**src/rtl/serial_pkg.sv**
```systemverilog
// Shared constants and helpers for the MSB-first serial link (transmitter and receiver).
// Latency: none, declarations only.
// Backpressure: not applicable.
package serial_pkg;

    // Default word width used by both ends of the link.
    localparam int SERIAL_DATA_WIDTH = 4;

    // Bit-counter width for a given word width; at least one bit even for 1-bit words.
    function automatic int cnt_w(input int data_width);
        if (data_width <= 1) begin
            return 1;
        end
        return $clog2(data_width);
    endfunction

endpackage

```
**src/rtl/sipo_rx_if.sv**
```systemverilog
// Bundles the serial input, parallel output handshake and status signals of the receiver.
// Latency: none, wiring only.
// Backpressure: p_valid/p_ready on the parallel side; the serial side cannot be stalled.
interface sipo_rx_if #(
    parameter int DATA_WIDTH = serial_pkg::SERIAL_DATA_WIDTH
);
    logic                  s_in;
    logic                  s_en;
    logic                  sync;
    logic [DATA_WIDTH-1:0] p_out;
    logic                  p_valid;
    logic                  p_ready;
    logic                  overrun;
    logic                  ovr_clr;
    logic                  busy;

    // Receiver side: consumes serial bits and the consumer's ready, drives the word port.
    modport master (
        input  s_in,
        input  s_en,
        input  sync,
        input  p_ready,
        input  ovr_clr,
        output p_out,
        output p_valid,
        output overrun,
        output busy
    );

    // Environment side: drives serial bits and consumes the word port.
    modport slave (
        output s_in,
        output s_en,
        output sync,
        output p_ready,
        output ovr_clr,
        input  p_out,
        input  p_valid,
        input  overrun,
        input  busy
    );
endinterface

```
**src/rtl/sipo_shifter.sv**
```systemverilog
// Shift register plus bit counter; flags the enabled cycle that completes a word.
// Latency: o_word/o_word_done are combinational on the completing bit's cycle.
// Backpressure: none; a bit is taken on every i_s_en cycle.
module sipo_shifter
    import serial_pkg::*;
#(
    parameter int DATA_WIDTH = SERIAL_DATA_WIDTH
) (
    input  logic                  clk,
    input  logic                  rst,
    input  logic                  i_s_in,
    input  logic                  i_s_en,
    input  logic                  i_sync,
    output logic [DATA_WIDTH-1:0] o_word,
    output logic                  o_word_done,
    output logic                  o_busy
);

    localparam int CW = cnt_w(DATA_WIDTH);

    generate
        if (DATA_WIDTH == 1) begin : g_w1
            // Every enabled bit is a whole word; nothing to accumulate.
            assign o_word      = i_s_in;
            assign o_word_done = i_s_en;
            assign o_busy      = 1'b0;
        end else begin : g_wn
            localparam logic [CW-1:0] LAST = CW'(DATA_WIDTH - 1);

            // Only the DATA_WIDTH-1 most recent bits are kept: the word is formed
            // from them plus the live input bit on the completing cycle, so the
            // oldest bit of a full-width register would never be read.
            logic [DATA_WIDTH-2:0] r_shreg;
            logic [CW-1:0]         r_cnt;
            logic [DATA_WIDTH-2:0] w_shreg_base;
            logic [CW-1:0]         w_cnt_base;
            logic [DATA_WIDTH-1:0] w_next;
            logic                  w_done;

            // sync discards the partial word so a coincident bit starts a fresh one.
            always_comb begin
                w_shreg_base = r_shreg;
                w_cnt_base   = r_cnt;
                if (i_sync) begin
                    w_shreg_base = '0;
                    w_cnt_base   = '0;
                end
                w_next = {w_shreg_base, i_s_in};
                w_done = i_s_en && (w_cnt_base == LAST);
            end

            // Shift in one bit per enabled cycle; counter wraps on word completion.
            always_ff @(posedge clk) begin
                if (rst) begin
                    r_shreg <= '0;
                    r_cnt   <= '0;
                end else if (i_s_en) begin
                    r_shreg <= w_next[DATA_WIDTH-2:0];
                    r_cnt   <= w_done ? '0 : w_cnt_base + 1'b1;
                end else if (i_sync) begin
                    r_shreg <= '0;
                    r_cnt   <= '0;
                end
            end

            assign o_word      = w_next;
            assign o_word_done = w_done;
            assign o_busy      = (r_cnt != '0);
        end
    endgenerate

endmodule

```
**src/rtl/sipo_rx.sv**
```systemverilog
// Serial-in parallel-out receiver with one holding register and a sticky overrun flag.
// Latency: word visible on p_out/p_valid the cycle after its last bit is sampled.
// Backpressure: p_valid/p_ready; a word completing while held and not consumed is dropped.
module sipo_rx
    import serial_pkg::*;
#(
    parameter int DATA_WIDTH = SERIAL_DATA_WIDTH
) (
    input  logic      clk,
    input  logic      rst,
    sipo_rx_if.master bus
);

    logic [DATA_WIDTH-1:0] w_word;
    logic                  w_word_done;
    logic                  w_busy;
    logic                  w_xfer;
    logic                  w_out_free;

    logic [DATA_WIDTH-1:0] r_p_out;
    logic                  r_p_valid;
    logic                  r_overrun;

    sipo_shifter #(
        .DATA_WIDTH (DATA_WIDTH)
    ) u_shifter (
        .clk         (clk),
        .rst         (rst),
        .i_s_in      (bus.s_in),
        .i_s_en      (bus.s_en),
        .i_sync      (bus.sync),
        .o_word      (w_word),
        .o_word_done (w_word_done),
        .o_busy      (w_busy)
    );

    // The holding register is free when empty or being emptied this cycle.
    assign w_xfer     = r_p_valid && bus.p_ready;
    assign w_out_free = !r_p_valid || bus.p_ready;

    // Holding register: load on completion when free, otherwise drain on transfer.
    always_ff @(posedge clk) begin
        if (rst) begin
            r_p_out   <= '0;
            r_p_valid <= 1'b0;
        end else if (w_word_done && w_out_free) begin
            r_p_out   <= w_word;
            r_p_valid <= 1'b1;
        end else if (w_xfer) begin
            r_p_valid <= 1'b0;
        end
    end

    // Sticky overrun: a new drop takes priority over a coincident clear.
    always_ff @(posedge clk) begin
        if (rst) begin
            r_overrun <= 1'b0;
        end else if (w_word_done && !w_out_free) begin
            r_overrun <= 1'b1;
        end else if (bus.ovr_clr) begin
            r_overrun <= 1'b0;
        end
    end

    assign bus.p_out   = r_p_out;
    assign bus.p_valid = r_p_valid;
    assign bus.overrun = r_overrun;
    assign bus.busy    = w_busy;

endmodule

```
**src/flat_wrapper.sv**
```systemverilog
// flat-port wrapper written by rule: the top's interface ports become plain ports
module sipo_rx_flat import serial_pkg::*;
#(
    parameter int DATA_WIDTH = SERIAL_DATA_WIDTH
)
  (clk, rst, bus_s_in, bus_s_en, bus_sync, bus_p_ready, bus_ovr_clr, bus_p_out, bus_p_valid, bus_overrun, bus_busy);
  sipo_rx_if #(.DATA_WIDTH(DATA_WIDTH)) bus_i ();
  input  logic clk;
  input  logic rst;
  input wire logic [$bits(bus_i.s_in)-1:0] bus_s_in;
  input wire logic [$bits(bus_i.s_en)-1:0] bus_s_en;
  input wire logic [$bits(bus_i.sync)-1:0] bus_sync;
  input wire logic [$bits(bus_i.p_ready)-1:0] bus_p_ready;
  input wire logic [$bits(bus_i.ovr_clr)-1:0] bus_ovr_clr;
  output wire logic [$bits(bus_i.p_out)-1:0] bus_p_out;
  output wire logic [$bits(bus_i.p_valid)-1:0] bus_p_valid;
  output wire logic [$bits(bus_i.overrun)-1:0] bus_overrun;
  output wire logic [$bits(bus_i.busy)-1:0] bus_busy;
  assign bus_i.s_in = bus_s_in;
  assign bus_i.s_en = bus_s_en;
  assign bus_i.sync = bus_sync;
  assign bus_i.p_ready = bus_p_ready;
  assign bus_i.ovr_clr = bus_ovr_clr;
  assign bus_p_out = bus_i.p_out;
  assign bus_p_valid = bus_i.p_valid;
  assign bus_overrun = bus_i.overrun;
  assign bus_busy = bus_i.busy;
  sipo_rx #(.DATA_WIDTH(DATA_WIDTH)) u_core (.clk(clk), .rst(rst), .bus(bus_i));
endmodule
```
**config.mk**
```make
export PLATFORM = sky130hd
export DESIGN_NAME = sipo_rx_flat
export DESIGN_NICKNAME = d
export VERILOG_FILES = /design/src/rtl/serial_pkg.sv /design/src/rtl/sipo_rx_if.sv /design/src/rtl/sipo_shifter.sv /design/src/rtl/sipo_rx.sv /design/src/flat_wrapper.sv
export SDC_FILE = /design/constraint.sdc
export NUM_CORES = 1
export LEC_CHECK = 0
export CELL_PAD_IN_SITES_DETAIL_PLACEMENT = 0
export CELL_PAD_IN_SITES_GLOBAL_PLACEMENT = 1
export CORE_MARGIN = 5
export CORE_UTILIZATION = 34
export DETAILED_ROUTE_END_ITERATION = 8
export GPL_TIMING_DRIVEN = 0
export HOLD_SLACK_MARGIN = 0.02
export MAX_ROUTING_LAYER = met4
export PLACE_DENSITY_LB_ADDON = 0.1
export SLEW_MARGIN = 20
export SYNTH_ARGS = -nofsm -noshare
export SYNTH_HDL_FRONTEND = slang
export SYNTH_SLANG_ARGS = --single-unit
```
**constraint.sdc**
```tcl
create_clock -name clk -period 2.56 [get_ports clk]
set_clock_uncertainty 0.15 [all_clocks]
set_input_delay 0.512 -clock clk [delete_from_list [all_inputs] [get_ports clk]]
set_output_delay 0.512 -clock clk [all_outputs]
set_load 0.01 [all_outputs]
```
==> flow_summary.toml <==
[yosys]
synthDistinctLibCells = 20
synth_seq_cells = 11
ys_seq_area_frac = 0.473
syn_nets = 56
synthesis.area_um2 = 465
synth_warnings = 0
netlist_instances = 48
syn_area_per_cell_um2 = 9.70

[routing]
routed-via-count = 387
viasPerCell = 4.90
route.detailed.wl_per_inst_um = 12.6
post-route-drc-count = 0
wl_um = 995
drt_iter0_markers = 2
detail-route-antenna-nets = 0
drt_first_pass_iters = 2

[sta]
setup_viol = 0
tns_ns = 0
timing.fmax_ghz = 0.442
whs_ns = 0.327
rsz0062_at_grt = "no"
hold_viol_final = 0
period_share = 0.884
min_period_ns = 2.26
worstMarginPinSlew_ns = 0.434
slew_viol_final = 0
slew_headroom = 0.711

[layout]
fill_cells = 139
synthToLayoutAreaGrowth_pct = 35.5
drive_gt1_frac = 0.0938
num_antenna_cells = 0
layout.cells.non_filler = 79
layout.nets = 73

[worst_setup_path]
crit_path_top_delay_cell = "clkdlybuf4s50_1"
critPathMaxStageDelay_ns = 0.53
end_kind = "register"
critical_path_required_ns = 2.61
crit_family = "simple AND/OR/NAND/NOR gates"
crit_fanout = 9
start_kind = "primary input"
worst-path-stages = 6
reg2regPathDepth = 5
critPathKind = "in2reg"
crit_arrival_ns = 2.31
crit_chain = "clkdlybuf4s50_1 -> nor2b_1 -> ha_1 -> nand2_4 -> or4b_1 -> a21oi_1"
critPathBufInv = 1

[clock_network]
cts_hold_buf = 0
ctsLongestPathBuffers = 2
cts_resized = 0
cts_buffers = 3
clock_sinks = 11
root_buffer = "clkbuf_4"
htreeDepth = 1
clkLatencyLatePin_ns = 0.26
clkSlewWorstSetupHoldPaths_ns = 0.07
cts_tree = "yes"
cts_setup_buffers = 0

[floorplanning]
ios = 14
fp.dieW_um = 47
initial_core_util = 0.358
die-area_um2 = 2210
rows = 13
fp.dieH_um = 47
core_um2 = 1300

[power]
combPwrFrac = 0.092
p_clk_frac = 0.364
p_leak_nw = 0.230
p_sw_mw = 0.0709
max-vdd-ir-drop_uv = 195
p_total_mw = 0.322
p_int_mw = 0.251
switching_share = 0.220
power_density_nw_per_um2 = 511
pwr-share-seq = 0.544

[min_path]
whs_path_depth = 2
min_path_type = "reg2reg"

[grt]
grt.total_usage = 0.106
grt_pass1_wl_um = 1570
grt_pass1_vias = 396
antenna_found_initial = 0
grt_max_degree = 11
overflow = 0

[place]
dpl.hpwl_um = 724
gp_congestion = 0.674
portBuffers = 12
dp.cells = 75

[flow_run]
max-cap-violations = 0

[outcome]
status = "completed"
==> cell usage after synthesis (all sizes together) <==
library cell   n  area, µm²
nand2b         2       12.5
ha             1       12.5
o21ai          4       20.0
or4b           3       30.0
a2bb2oi        1       8.76
a21oi          7       35.0
nand3b         1       7.51
or2            1       6.26
nor2           3       11.3
nor3           2       10.0
dfxtp         11        220
clkbuf         1       3.75
nor3b          1       7.51
nand2          1       11.3
nand4          1       6.26
mux2i          2       20.0
buf            1       11.3
xnor2          1       8.76
inv            1       3.75
nor2b          3       18.8
==> state kept, by name (all words and copies together) (netlist names) <==
| register | count |
|---|---|
| u_core.bus.p_out | 4 |
| u_core.u_shifter.g_wn.r_shreg | 3 |
| u_core.bus.p_valid | 1 |
| u_core.u_shifter.g_wn.r_cnt | 2 |
| u_core.bus.overrun | 1 |
==> tightest hold or removal path: stages, from the launching register on <==
cell     delay, ns
dfxtp_1       0.31
o21ai_0       0.06
a21oi_1       0.06
==> routing by layer <==
metal | global-route usage | wire [µm]
met1 | 0.126 | 468
met2 | 0.160 | 478
met3 | 0.0460 | 48
met4 | 0.0331 | 0
met5 | - | 0
==> cells by family (layout without fill, tap and decap cells) <==
kind of cell,count (synthesis),count (layout),synth area share
and+or+nand+nor,18,18,0.261
AOI/OAI and AO/OA,12,12,0.137
DFF,11,11,0.473
buffers and inverters,3,19,0.0403
muxes,2,2,0.0430
adders and majority gates,1,1,0.0269
xor gates and xnor gates,1,1,0.0188
==> cells in the final DEF (no fill, tap or decap) <==
| cell type | count |
|---|---|
| or4b_1 | 3 |
| nor3_1 | 2 |
| buf_6 | 1 |
| o21ai_0 | 4 |
| inv_1 | 1 |
| or2_2 | 1 |
| nand4_1 | 1 |
| nand3b_1 | 1 |
| xnor2_1 | 1 |
| nor2b_1 | 3 |
| mux2i_1 | 2 |
| dfxtp_1 | 11 |
| nor3b_1 | 1 |
| a21oi_1 | 7 |
| clkbuf_1 | 2 |
| a2bb2oi_1 | 1 |
| nand2b_1 | 2 |
| nor2_1 | 3 |
| nand2_4 | 1 |
| ha_1 | 1 |
| clkdlybuf4s50_1 | 12 |
| clkbuf_4 | 3 |
==> final timing paths <==
kind	start	to	slack, ns
setup / recovery	bus_sync	u_core.bus.p_out[2]$_SDFFE_PP0P_	0.30
hold / removal	u_core.bus.p_out[3]$_SDFFE_PP0P_	u_core.bus.p_out[3]$_SDFFE_PP0P_	0.33
hold reg to reg	u_core.bus.p_out[3]$_SDFFE_PP0P_	u_core.bus.p_out[3]$_SDFFE_PP0P_	0.33
setup reg to reg	u_core.u_shifter.g_wn.r_cnt[0]$_SDFF_PP0_	u_core.bus.p_out[2]$_SDFFE_PP0P_	0.80
==> metrics by stage <==
stage / worst slack (ns) / area [µm²] / util
floorplan: 0.769 / 465 / -
CTS: 0.279 / 631 / 0.485
global placement: 0.0264 / 604 / 0.464
finish: 0.296 / 631 / 0.485
detailed placement: 0.00358 / 604 / 0.464
global route: 0.162 / 631 / 0.485
==> power by group through the flow <==
stage | logic (mW) | registers [mW] | clock network, mW
floorplan | 0.0153 | 0.179 | 0
global placement | 0.0301 | 0.179 | 0
detailed placement | 0.0299 | 0.179 | 0
CTS | 0.0301 | 0.175 | 0.124
global route | 0.0323 | 0.175 | 0.132
finish | 0.0297 | 0.175 | 0.117
==> final cells by class <==
cell class / count / area [µm²] / share of cell area
plain buffers: 2 / 15.0 / 0.0238
clock buffers: 4 / 26.3 / 0.0417
inverters: 1 / 3.75 / 0.00595
multi-input cells: 34 / 226 / 0.359
flip-flops and latches: 11 / 220 / 0.349
well taps: 15 / 18.8 / 0.0298
repair buffers: 12 / 120 / 0.190
(Power assumes the default switching activity.)
